==> src/rtl/decode_stage_reg_if.sv <==
// rtl/decode_stage_reg_if.sv - IF/ID, writeback and ID/EX signal bundle for the decode stage
interface decode_stage_reg_if #(
  parameter int DATA_W = 32,
  parameter int NREG   = 32
);
  localparam int ADDR_W = $clog2(NREG);

  logic                   i_valid;
  logic [31:0]            i_instruction;
  logic [DATA_W-1:0]      i_pc;
  logic                   i_wb_we;
  logic [ADDR_W-1:0]      i_wb_addr;
  logic [DATA_W-1:0]      i_wb_data;
  logic                   i_flush;
  logic                   i_ex_stall;

  logic                   o_valid;
  logic [ADDR_W-1:0]      o_rs_addr;
  logic [ADDR_W-1:0]      o_rt_addr;
  logic [ADDR_W-1:0]      o_rd_addr;
  logic [DATA_W-1:0]      o_rs_data;
  logic [DATA_W-1:0]      o_rt_data;
  logic [DATA_W-1:0]      o_imm;
  logic [DATA_W-1:0]      o_pc;
  logic [5:0]             o_op;
  logic [5:0]             o_funct;
  logic                   o_reg_dst;
  logic                   o_alu_src;
  logic                   o_mem_read;
  logic                   o_mem_write;
  logic                   o_reg_write;
  logic                   o_pc_write;
  logic                   o_if_id_write;
  logic [15:0]            o_stall_count;
  logic [NREG*DATA_W-1:0] o_registers;

  modport master (
    output i_valid, i_instruction, i_pc, i_wb_we, i_wb_addr, i_wb_data, i_flush, i_ex_stall,
    input  o_valid, o_rs_addr, o_rt_addr, o_rd_addr, o_rs_data, o_rt_data, o_imm, o_pc,
           o_op, o_funct, o_reg_dst, o_alu_src, o_mem_read, o_mem_write, o_reg_write,
           o_pc_write, o_if_id_write, o_stall_count, o_registers
  );

  modport slave (
    input  i_valid, i_instruction, i_pc, i_wb_we, i_wb_addr, i_wb_data, i_flush, i_ex_stall,
    output o_valid, o_rs_addr, o_rt_addr, o_rd_addr, o_rs_data, o_rt_data, o_imm, o_pc,
           o_op, o_funct, o_reg_dst, o_alu_src, o_mem_read, o_mem_write, o_reg_write,
           o_pc_write, o_if_id_write, o_stall_count, o_registers
  );
endinterface

==> src/rtl/decode_stage_reg.sv <==
// rtl/decode_stage_reg.sv - MIPS decode stage: register file, control decode, load-use hazard, ID/EX register
module decode_stage_reg #(
  parameter int DATA_W     = 32,
  parameter int NREG       = 32,
  parameter int FORWARD_WB = 1
) (
  input  logic                clk,
  input  logic                i_reset,
  decode_stage_reg_if.slave   bus
);
  localparam int ADDR_W = $clog2(NREG);

  typedef struct packed {
    logic              valid;
    logic [ADDR_W-1:0] rs;
    logic [ADDR_W-1:0] rt;
    logic [ADDR_W-1:0] rd;
    logic [DATA_W-1:0] rs_data;
    logic [DATA_W-1:0] rt_data;
    logic [DATA_W-1:0] imm;
    logic [DATA_W-1:0] pc;
    logic [5:0]        op;
    logic [5:0]        funct;
    logic              reg_dst;
    logic              alu_src;
    logic              mem_read;
    logic              mem_write;
    logic              reg_write;
  } idex_t;

  logic [DATA_W-1:0] regs_q [NREG];
  idex_t             idex_q, idex_d, dec;
  logic [15:0]       count_q, count_d;

  logic [ADDR_W-1:0] rs_addr, rt_addr, rd_addr;
  logic [DATA_W-1:0] rs_data, rt_data;
  logic [5:0]        op;
  logic              hazard;
  logic              stall_up;
  logic [NREG*DATA_W-1:0] regs_flat;
  logic              unused_instr_bits;

  assign op      = bus.i_instruction[31:26];
  assign rs_addr = bus.i_instruction[21 +: ADDR_W];
  assign rt_addr = bus.i_instruction[16 +: ADDR_W];
  assign rd_addr = bus.i_instruction[11 +: ADDR_W];
  assign unused_instr_bits = ^bus.i_instruction[10:6];

  // Register 0 is never written, so it stays at its reset value of zero.
  always_ff @(posedge clk) begin
    if (i_reset) begin
      for (int k = 0; k < NREG; k++) regs_q[k] <= '0;
    end else if (bus.i_wb_we && (bus.i_wb_addr != '0)) begin
      regs_q[bus.i_wb_addr] <= bus.i_wb_data;
    end
  end

  always_comb begin
    rs_data = regs_q[rs_addr];
    if (rs_addr == '0) begin
      rs_data = '0;
    end else if ((FORWARD_WB != 0) && bus.i_wb_we && (bus.i_wb_addr == rs_addr)) begin
      rs_data = bus.i_wb_data;
    end
  end

  always_comb begin
    rt_data = regs_q[rt_addr];
    if (rt_addr == '0) begin
      rt_data = '0;
    end else if ((FORWARD_WB != 0) && bus.i_wb_we && (bus.i_wb_addr == rt_addr)) begin
      rt_data = bus.i_wb_data;
    end
  end

  always_comb begin
    dec         = '0;
    dec.valid   = 1'b1;
    dec.rs      = rs_addr;
    dec.rt      = rt_addr;
    dec.rd      = rd_addr;
    dec.rs_data = rs_data;
    dec.rt_data = rt_data;
    dec.imm     = {{(DATA_W-16){bus.i_instruction[15]}}, bus.i_instruction[15:0]};
    dec.pc      = bus.i_pc;
    dec.op      = op;
    dec.funct   = bus.i_instruction[5:0];
    case (op)
      6'b000000: begin dec.reg_dst  = 1'b1; dec.reg_write = 1'b1; end
      6'b100011: begin dec.mem_read = 1'b1; dec.alu_src = 1'b1; dec.reg_write = 1'b1; end
      6'b101011: begin dec.mem_write = 1'b1; dec.alu_src = 1'b1; end
      6'b001000: begin dec.alu_src  = 1'b1; dec.reg_write = 1'b1; end
      default: ;
    endcase
  end

  // A load in EX whose destination feeds this instruction must wait one cycle.
  assign hazard = bus.i_valid && idex_q.valid && idex_q.mem_read && (idex_q.rt != '0) &&
                  ((idex_q.rt == rs_addr) || (idex_q.rt == rt_addr));

  assign stall_up = bus.i_ex_stall || (hazard && !bus.i_flush);

  always_comb begin
    idex_d = idex_q;
    if (bus.i_ex_stall) begin
      idex_d = idex_q;
    end else if (bus.i_flush || hazard || !bus.i_valid) begin
      idex_d = '0;
    end else begin
      idex_d = dec;
    end
  end

  always_comb begin
    count_d = count_q;
    if (hazard && !bus.i_flush && !bus.i_ex_stall && (count_q != 16'hFFFF)) begin
      count_d = count_q + 16'd1;
    end
  end

  always_ff @(posedge clk) begin
    if (i_reset) begin
      idex_q  <= '0;
      count_q <= '0;
    end else begin
      idex_q  <= idex_d;
      count_q <= count_d;
    end
  end

  always_comb begin
    regs_flat = '0;
    for (int k = 0; k < NREG; k++) regs_flat[k*DATA_W +: DATA_W] = regs_q[k];
  end

  assign bus.o_valid       = idex_q.valid;
  assign bus.o_rs_addr     = idex_q.rs;
  assign bus.o_rt_addr     = idex_q.rt;
  assign bus.o_rd_addr     = idex_q.rd;
  assign bus.o_rs_data     = idex_q.rs_data;
  assign bus.o_rt_data     = idex_q.rt_data;
  assign bus.o_imm         = idex_q.imm;
  assign bus.o_pc          = idex_q.pc;
  assign bus.o_op          = idex_q.op;
  assign bus.o_funct       = idex_q.funct;
  assign bus.o_reg_dst     = idex_q.reg_dst;
  assign bus.o_alu_src     = idex_q.alu_src;
  assign bus.o_mem_read    = idex_q.mem_read;
  assign bus.o_mem_write   = idex_q.mem_write;
  assign bus.o_reg_write   = idex_q.reg_write;
  assign bus.o_pc_write    = !stall_up;
  assign bus.o_if_id_write = !stall_up;
  assign bus.o_stall_count = count_q;
  assign bus.o_registers   = regs_flat;
endmodule

==> src/flat_wrapper.sv <==
// flat-port wrapper written by rule: the top's interface ports become plain ports
module decode_stage_reg_flat 
#(
  parameter int DATA_W     = 32,
  parameter int NREG       = 32,
  parameter int FORWARD_WB = 1
)
  (clk, i_reset, bus_i_valid, bus_i_instruction, bus_i_pc, bus_i_wb_we, bus_i_wb_addr, bus_i_wb_data, bus_i_flush, bus_i_ex_stall, bus_o_valid, bus_o_rs_addr, bus_o_rt_addr, bus_o_rd_addr, bus_o_rs_data, bus_o_rt_data, bus_o_imm, bus_o_pc, bus_o_op, bus_o_funct, bus_o_reg_dst, bus_o_alu_src, bus_o_mem_read, bus_o_mem_write, bus_o_reg_write, bus_o_pc_write, bus_o_if_id_write, bus_o_stall_count, bus_o_registers);
  decode_stage_reg_if #(.DATA_W(DATA_W), .NREG(NREG)) bus_i ();
  input  logic clk;
  input  logic i_reset;
  input wire logic [$bits(bus_i.i_valid)-1:0] bus_i_valid;
  input wire logic [$bits(bus_i.i_instruction)-1:0] bus_i_instruction;
  input wire logic [$bits(bus_i.i_pc)-1:0] bus_i_pc;
  input wire logic [$bits(bus_i.i_wb_we)-1:0] bus_i_wb_we;
  input wire logic [$bits(bus_i.i_wb_addr)-1:0] bus_i_wb_addr;
  input wire logic [$bits(bus_i.i_wb_data)-1:0] bus_i_wb_data;
  input wire logic [$bits(bus_i.i_flush)-1:0] bus_i_flush;
  input wire logic [$bits(bus_i.i_ex_stall)-1:0] bus_i_ex_stall;
  output wire logic [$bits(bus_i.o_valid)-1:0] bus_o_valid;
  output wire logic [$bits(bus_i.o_rs_addr)-1:0] bus_o_rs_addr;
  output wire logic [$bits(bus_i.o_rt_addr)-1:0] bus_o_rt_addr;
  output wire logic [$bits(bus_i.o_rd_addr)-1:0] bus_o_rd_addr;
  output wire logic [$bits(bus_i.o_rs_data)-1:0] bus_o_rs_data;
  output wire logic [$bits(bus_i.o_rt_data)-1:0] bus_o_rt_data;
  output wire logic [$bits(bus_i.o_imm)-1:0] bus_o_imm;
  output wire logic [$bits(bus_i.o_pc)-1:0] bus_o_pc;
  output wire logic [$bits(bus_i.o_op)-1:0] bus_o_op;
  output wire logic [$bits(bus_i.o_funct)-1:0] bus_o_funct;
  output wire logic [$bits(bus_i.o_reg_dst)-1:0] bus_o_reg_dst;
  output wire logic [$bits(bus_i.o_alu_src)-1:0] bus_o_alu_src;
  output wire logic [$bits(bus_i.o_mem_read)-1:0] bus_o_mem_read;
  output wire logic [$bits(bus_i.o_mem_write)-1:0] bus_o_mem_write;
  output wire logic [$bits(bus_i.o_reg_write)-1:0] bus_o_reg_write;
  output wire logic [$bits(bus_i.o_pc_write)-1:0] bus_o_pc_write;
  output wire logic [$bits(bus_i.o_if_id_write)-1:0] bus_o_if_id_write;
  output wire logic [$bits(bus_i.o_stall_count)-1:0] bus_o_stall_count;
  output wire logic [$bits(bus_i.o_registers)-1:0] bus_o_registers;
  assign bus_i.i_valid = bus_i_valid;
  assign bus_i.i_instruction = bus_i_instruction;
  assign bus_i.i_pc = bus_i_pc;
  assign bus_i.i_wb_we = bus_i_wb_we;
  assign bus_i.i_wb_addr = bus_i_wb_addr;
  assign bus_i.i_wb_data = bus_i_wb_data;
  assign bus_i.i_flush = bus_i_flush;
  assign bus_i.i_ex_stall = bus_i_ex_stall;
  assign bus_o_valid = bus_i.o_valid;
  assign bus_o_rs_addr = bus_i.o_rs_addr;
  assign bus_o_rt_addr = bus_i.o_rt_addr;
  assign bus_o_rd_addr = bus_i.o_rd_addr;
  assign bus_o_rs_data = bus_i.o_rs_data;
  assign bus_o_rt_data = bus_i.o_rt_data;
  assign bus_o_imm = bus_i.o_imm;
  assign bus_o_pc = bus_i.o_pc;
  assign bus_o_op = bus_i.o_op;
  assign bus_o_funct = bus_i.o_funct;
  assign bus_o_reg_dst = bus_i.o_reg_dst;
  assign bus_o_alu_src = bus_i.o_alu_src;
  assign bus_o_mem_read = bus_i.o_mem_read;
  assign bus_o_mem_write = bus_i.o_mem_write;
  assign bus_o_reg_write = bus_i.o_reg_write;
  assign bus_o_pc_write = bus_i.o_pc_write;
  assign bus_o_if_id_write = bus_i.o_if_id_write;
  assign bus_o_stall_count = bus_i.o_stall_count;
  assign bus_o_registers = bus_i.o_registers;
  decode_stage_reg #(.DATA_W(DATA_W), .NREG(NREG), .FORWARD_WB(FORWARD_WB)) u_core (.clk(clk), .i_reset(i_reset), .bus(bus_i));
endmodule
==> config.mk <==
export PLATFORM = sky130hd
export DESIGN_NAME = decode_stage_reg_flat
export DESIGN_NICKNAME = d
export VERILOG_FILES = /design/src/rtl/decode_stage_reg_if.sv /design/src/rtl/decode_stage_reg.sv /design/src/flat_wrapper.sv
export SDC_FILE = /design/constraint.sdc
export NUM_CORES = 2
export LEC_CHECK = 0
export ABC_AREA = 1
export ABC_CLOCK_PERIOD_IN_PS = 3200
export CORE_AREA = 3 3 515 517
export CTS_CLUSTER_DIAMETER = 100
export CTS_CLUSTER_SIZE = 24
export DETAILED_ROUTE_END_ITERATION = 10
export DIE_AREA = 0 0 518 520
export MAX_ROUTING_LAYER = met4
export REMOVE_ABC_BUFFERS = 1
export SLEW_MARGIN = 20
export SYNTH_ARGS = -nofsm -noshare
export SYNTH_HDL_FRONTEND = slang
export SYNTH_SLANG_ARGS = --single-unit
==> constraint.sdc <==
create_clock -name clk -period 3.2 [get_ports clk]
set_clock_uncertainty 0.15 [all_clocks]
set_input_delay 0.64 -clock clk [delete_from_list [all_inputs] [get_ports clk]]
set_output_delay 0.64 -clock clk [all_outputs]
set_load 0.005 [all_outputs]
==> implementation parameters <==
Parameter                              Value

Outcome
  Run status    finished, final reports clean

Detailed routing
  Number of iterations in the first detailed-routing pass    9
  Total wire length after detailed routing    around 410000 um
  Vias per std cell    about 5.2
  Number of remaining DRC errors    0
  DRC violation total after the first TritonRoute iteration    slightly above 10000
  Met2 WL post-DR    roughly 180000 um
  Post-detailed-route wirelength per cell    between 30 and 40 um
  Routed wl met3    ~43000 um
  Highest Signal Layer    met4
  Remaining antenna violation count after routing    0
  Post-route met1 wirelength    between 150000 and 200000 um
  Total number of vias    ~66000

Critical path
  Cells traversed along the worst timing path    clkdlybuf4s50_1 -> nor3_2 -> buf_4 -> inv_1 -> o21ai_1 -> inv_1 -> nand3_1 -> inv_2 -> nand2_2 -> buf_4 -> nor2_1
  Largest fanout of any net on the critical path    32
  Delay contributed by the slowest stage of the critical path    ~0.63 ns
  Worst setup SP type    primary input
  Gate family responsible for the most delay along the worst path    buffers and inverters
  Required time of the worst setup path    approximately 3.5 ns
  Worst Setup Path Type    primary input to flop
  Arrival @ worst endpoint    3.34 ns
  Combined buffer and inverter count along the critical path    6
  Endpoint kind of the worst setup timing path    flop
  Slowest cell on crit path    sky130_fd_sc_hd__buf_4

Final layout
  Fin nets    9211
  Layout area overhead    35.3%
  Non-filler instance count after layout    around 13000
  Total non-filler cell area in the finished layout    around 85000 sq um
  Fraction of layout cells with a size suffix above 1    a little over 7%

Placement
  Placed wire-length estimate    306000 um
  Routability Congestion    roughly 0.99
  Inst Count DP    approximately 13000
  Worst-case setup slack after placement    -0.396 ns
  Count of buffers inserted at the top-level ports    around 1300
  Placed inst area    roughly 80000 sq um

Power
  Total power per unit cell area    between 400 and 500 nW/um^2
  Switching fraction of total power    33.0%
  Share of total power in sequential cells    approximately 50%
  P_int    between 20 and 30 mW
  Static leakage power    33.2 nW
  Worst supply voltage drop on vdd    about 0.35 mV
  Switching power total    12.4 mW
  Clock group share of total power    31.0%
  Combinational cell fraction of total power    19.2%

Yosys
  Multiplexer area fraction after synthesis    0%
  Fraction of the mapped netlist area in adder cells    less than 1%
  Synthesized area    roughly 63000 sq um
  Basic-gate share of the synthesized area counting and, or, nand and nor cells    a little under 30%
  Leading post-synthesis cells by instance count    sky130_fd_sc_hd__nand2_1, sky130_fd_sc_hd__nor2_1, sky130_fd_sc_hd__edfxtp_1
  Register bit total from synthesis    ~1200
  Sequential cell area fraction in the yosys report    approximately 54%
  Largest family of logic cells by synthesized area    simple AND/OR/NAND/NOR gates
  Top flip-flop cell by instance count after synthesis    sky130_fd_sc_hd__edfxtp_1
  Share of flip-flops with an asynchronous set or reset after synthesis    0%
  Synth Area in Compound Gates    under 10%
  Cell count after synthesis    a little under 8000
  Fraction of post-synthesis cell area in the top cell type by area    48.8%
  Synthesis Warnings    0
  Post-synth top area cell    sky130_fd_sc_hd__edfxtp_1
  Per-instance average area after synthesis    about 7.9 sq um
  EDFF count, synth    roughly 1000
  XOR/XNOR Fraction of Synth Area    less than 1%
  Synth area leaders    sky130_fd_sc_hd__edfxtp_1, sky130_fd_sc_hd__nand2_1, sky130_fd_sc_hd__nor2_1
  Count of cell types in the netlist    36
  Count leader, synth    sky130_fd_sc_hd__nand2_1

Timing
  Aggregate negative setup slack    0 ns
  Final Hold Viols    0
  Number of pins with negative max-slew slack in the final report    0
  Unrepaired setup endpoints after global routing    false
  Max transition margin    between 30% and 40%
  Final Worst Setup Slack    0.181 ns
  Tightest Pin Transition    1.01 ns
  Time the final worst path needs with I/O delays and setup    just over 3 ns
  Share of the clock period used by the worst path    94.3%
  Smallest hold slack    0.174 ns
  Maximum achievable frequency    roughly 330 MHz
  Setup violators final    0

Min path
  Path category of the worst min-delay check    primary input to flop

Die
  Die Width    518 um
  CORE AREA    262000 sq um
  Initial standard-cell utilization of the core    about a quarter
  Standard-cell row count    ~190
  DIE AREA    between 200000 and 300000 sq um
  Die Height    approximately 520 um
  Ports placed on the boundary    1310

CTS
  Root cell of the clock tree    sky130_fd_sc_hd__clkbuf_16
  H-tree Lvls    3
  Clock tree sinks    1174
  Max clock buf depth    3
  Insertion delay to the later sink of the worst-skew pair    between 0.7 and 0.8 ns
  Register clock-pin slew on the reported worst setup and hold paths    around 0.11 ns
  TritonCTS Buffers    between 70 and 80
  CTS tree    done

Global route
  All-layer global routing usage    29.7%
  Wire length of the first global-routing pass    between 500000 and 600000 um
  Pin count of the biggest net entering global routing    ~110
  GRT Residual Overflow    0
  Number of global-route vias before repair    approximately 60000
  Antenna violations before repair    19

Job
  Max Cap Viol    0
[cell type report]
type                       count  area (sq um)
antenna                       14          35.0
clock buffer                  87          1960
clock inverter                47           714
fill                       27403        176000
inverter                     332          1280
multi-input combinational   5791         25000
sequential                  1174         33800
tap                         3515          4400
timing repair buffer        1727         18000
[power by group through the flow]
stage          registers (mW)  clock network, mW  logic [mW]
5_1_grt                  18.7               12.3        7.58
2_1_floorplan            18.3                  0        2.22
3_5_place_dp             18.9                  0        7.11
3_3_place_gp             19.0                  0        7.10
6_report                 18.7               11.6        7.18
4_1_cts                  18.6               11.8        7.15
[state kept, by name (all words and copies together) (netlist names)]
signal	flops
u_core.bus.o_op	6
u_core.bus.o_rs_data	32
u_core.bus.o_rt_addr	5
u_core.bus.o_mem_write	1
u_core.bus.o_rs_addr	5
u_core.bus.o_valid	1
u_core.bus.o_funct	5
u_core.bus.o_pc	32
u_core.bus.o_alu_src	1
u_core.bus.o_reg_dst	1
u_core.bus.o_mem_read	1
u_core.bus.o_imm	11
u_core.bus.o_reg_write	1
u_core.bus.o_rt_data	32
u_core.regs_q	1024
u_core.bus.o_stall_count	16
[cells by family (layout without fill, tap and decap cells)]
family	after synthesis	count (layout)
other	1	46
adder cells (fa/ha/maj)	1	1
AO/OA/AOI/OAI	1042	1042
XOR/XNOR	14	14
flip-flops	1174	1174
buffers and inverters	1026	2193
AND/OR/NAND/NOR	4702	4702
[cells in the final DEF (no fill, tap or decap), types with 12 or more instances in the layout]
| cell type | netlist | final |
|---|---|---|
| sky130_fd_sc_hd__a21oi_1 | 447 | 447 |
| sky130_fd_sc_hd__buf_12 | 0 | 137 |
| sky130_fd_sc_hd__buf_4 | 78 | 282 |
| sky130_fd_sc_hd__clkbuf_16 | 0 | 77 |
| sky130_fd_sc_hd__clkdlybuf4s50_1 | 0 | 1295 |
| sky130_fd_sc_hd__clkinv_8 | 0 | 12 |
| sky130_fd_sc_hd__conb_1 | 1 | 32 |
| sky130_fd_sc_hd__dfxtp_1 | 150 | 145 |
| sky130_fd_sc_hd__diode_2 | 0 | 14 |
| sky130_fd_sc_hd__edfxtp_1 | 1024 | 1024 |
| sky130_fd_sc_hd__inv_1 | 322 | 312 |
| sky130_fd_sc_hd__nand2_1 | 2242 | 2179 |
| sky130_fd_sc_hd__nand2_2 | 1 | 59 |
| sky130_fd_sc_hd__nand3_1 | 713 | 710 |
| sky130_fd_sc_hd__nor2_1 | 1708 | 1708 |
| sky130_fd_sc_hd__nor3_1 | 15 | 15 |
| sky130_fd_sc_hd__o211ai_1 | 250 | 250 |
| sky130_fd_sc_hd__o21ai_0 | 338 | 337 |
[path summary, 6_finish.rpt]
check / endpoint / from / slack [ns] / cells after the start
worst max-delay path: u_core.regs_q[15][22]$_SDFFCE_PN0P_ / bus_i_wb_addr[2] / 0.18 / 11
worst min-delay path: u_core.bus.o_rt_addr[4]$_SDFFE_PP0N_ / bus_i_instruction[20] / 0.17 / 4
worst max register to register: u_core.bus.o_funct[3]$_SDFFE_PP0N_ / u_core.bus.o_rt_addr[2]$_SDFFE_PP0N_ / 0.91 / 12
worst min register to register: u_core.bus.o_reg_dst$_SDFFE_PP0N_ / u_core.bus.o_reg_dst$_SDFFE_PP0N_ / 0.31 / 2
[what timing repair did]
item	CTS	global route
hold buffers	1	0
endpoints found under the setup margin	2	1
resized for setup	16	1
endpoints found under the hold margin	1	0
pin swaps	3	0
setup buffers	6	0
[metal layers]
layer | up-vias | track usage, %
li1 | 28406 | -
met1 | 31811 | 36.1
met2 | 5207 | 45.4
met3 | 967 | 5.94
met4 | 0 | 18.5
met5 | - | -
[metrics by stage]
step | util (%) | total power [mW]
global route | 32.5 | 38.5
global placement | 31.5 | 26.1
detailed placement | 31.5 | 26.1
floorplan | - | 20.6
finish | 32.6 | 37.5
CTS | 32.5 | 37.6
[worst min-delay path: cells and delay by family]
family                 cells  cell delay, ns
buffers and inverters      2            0.27
AND/OR/NAND/NOR            1            0.07
AO/OA/AOI/OAI              1            0.05
Note: power is estimated with default switching activity, not from simulation.
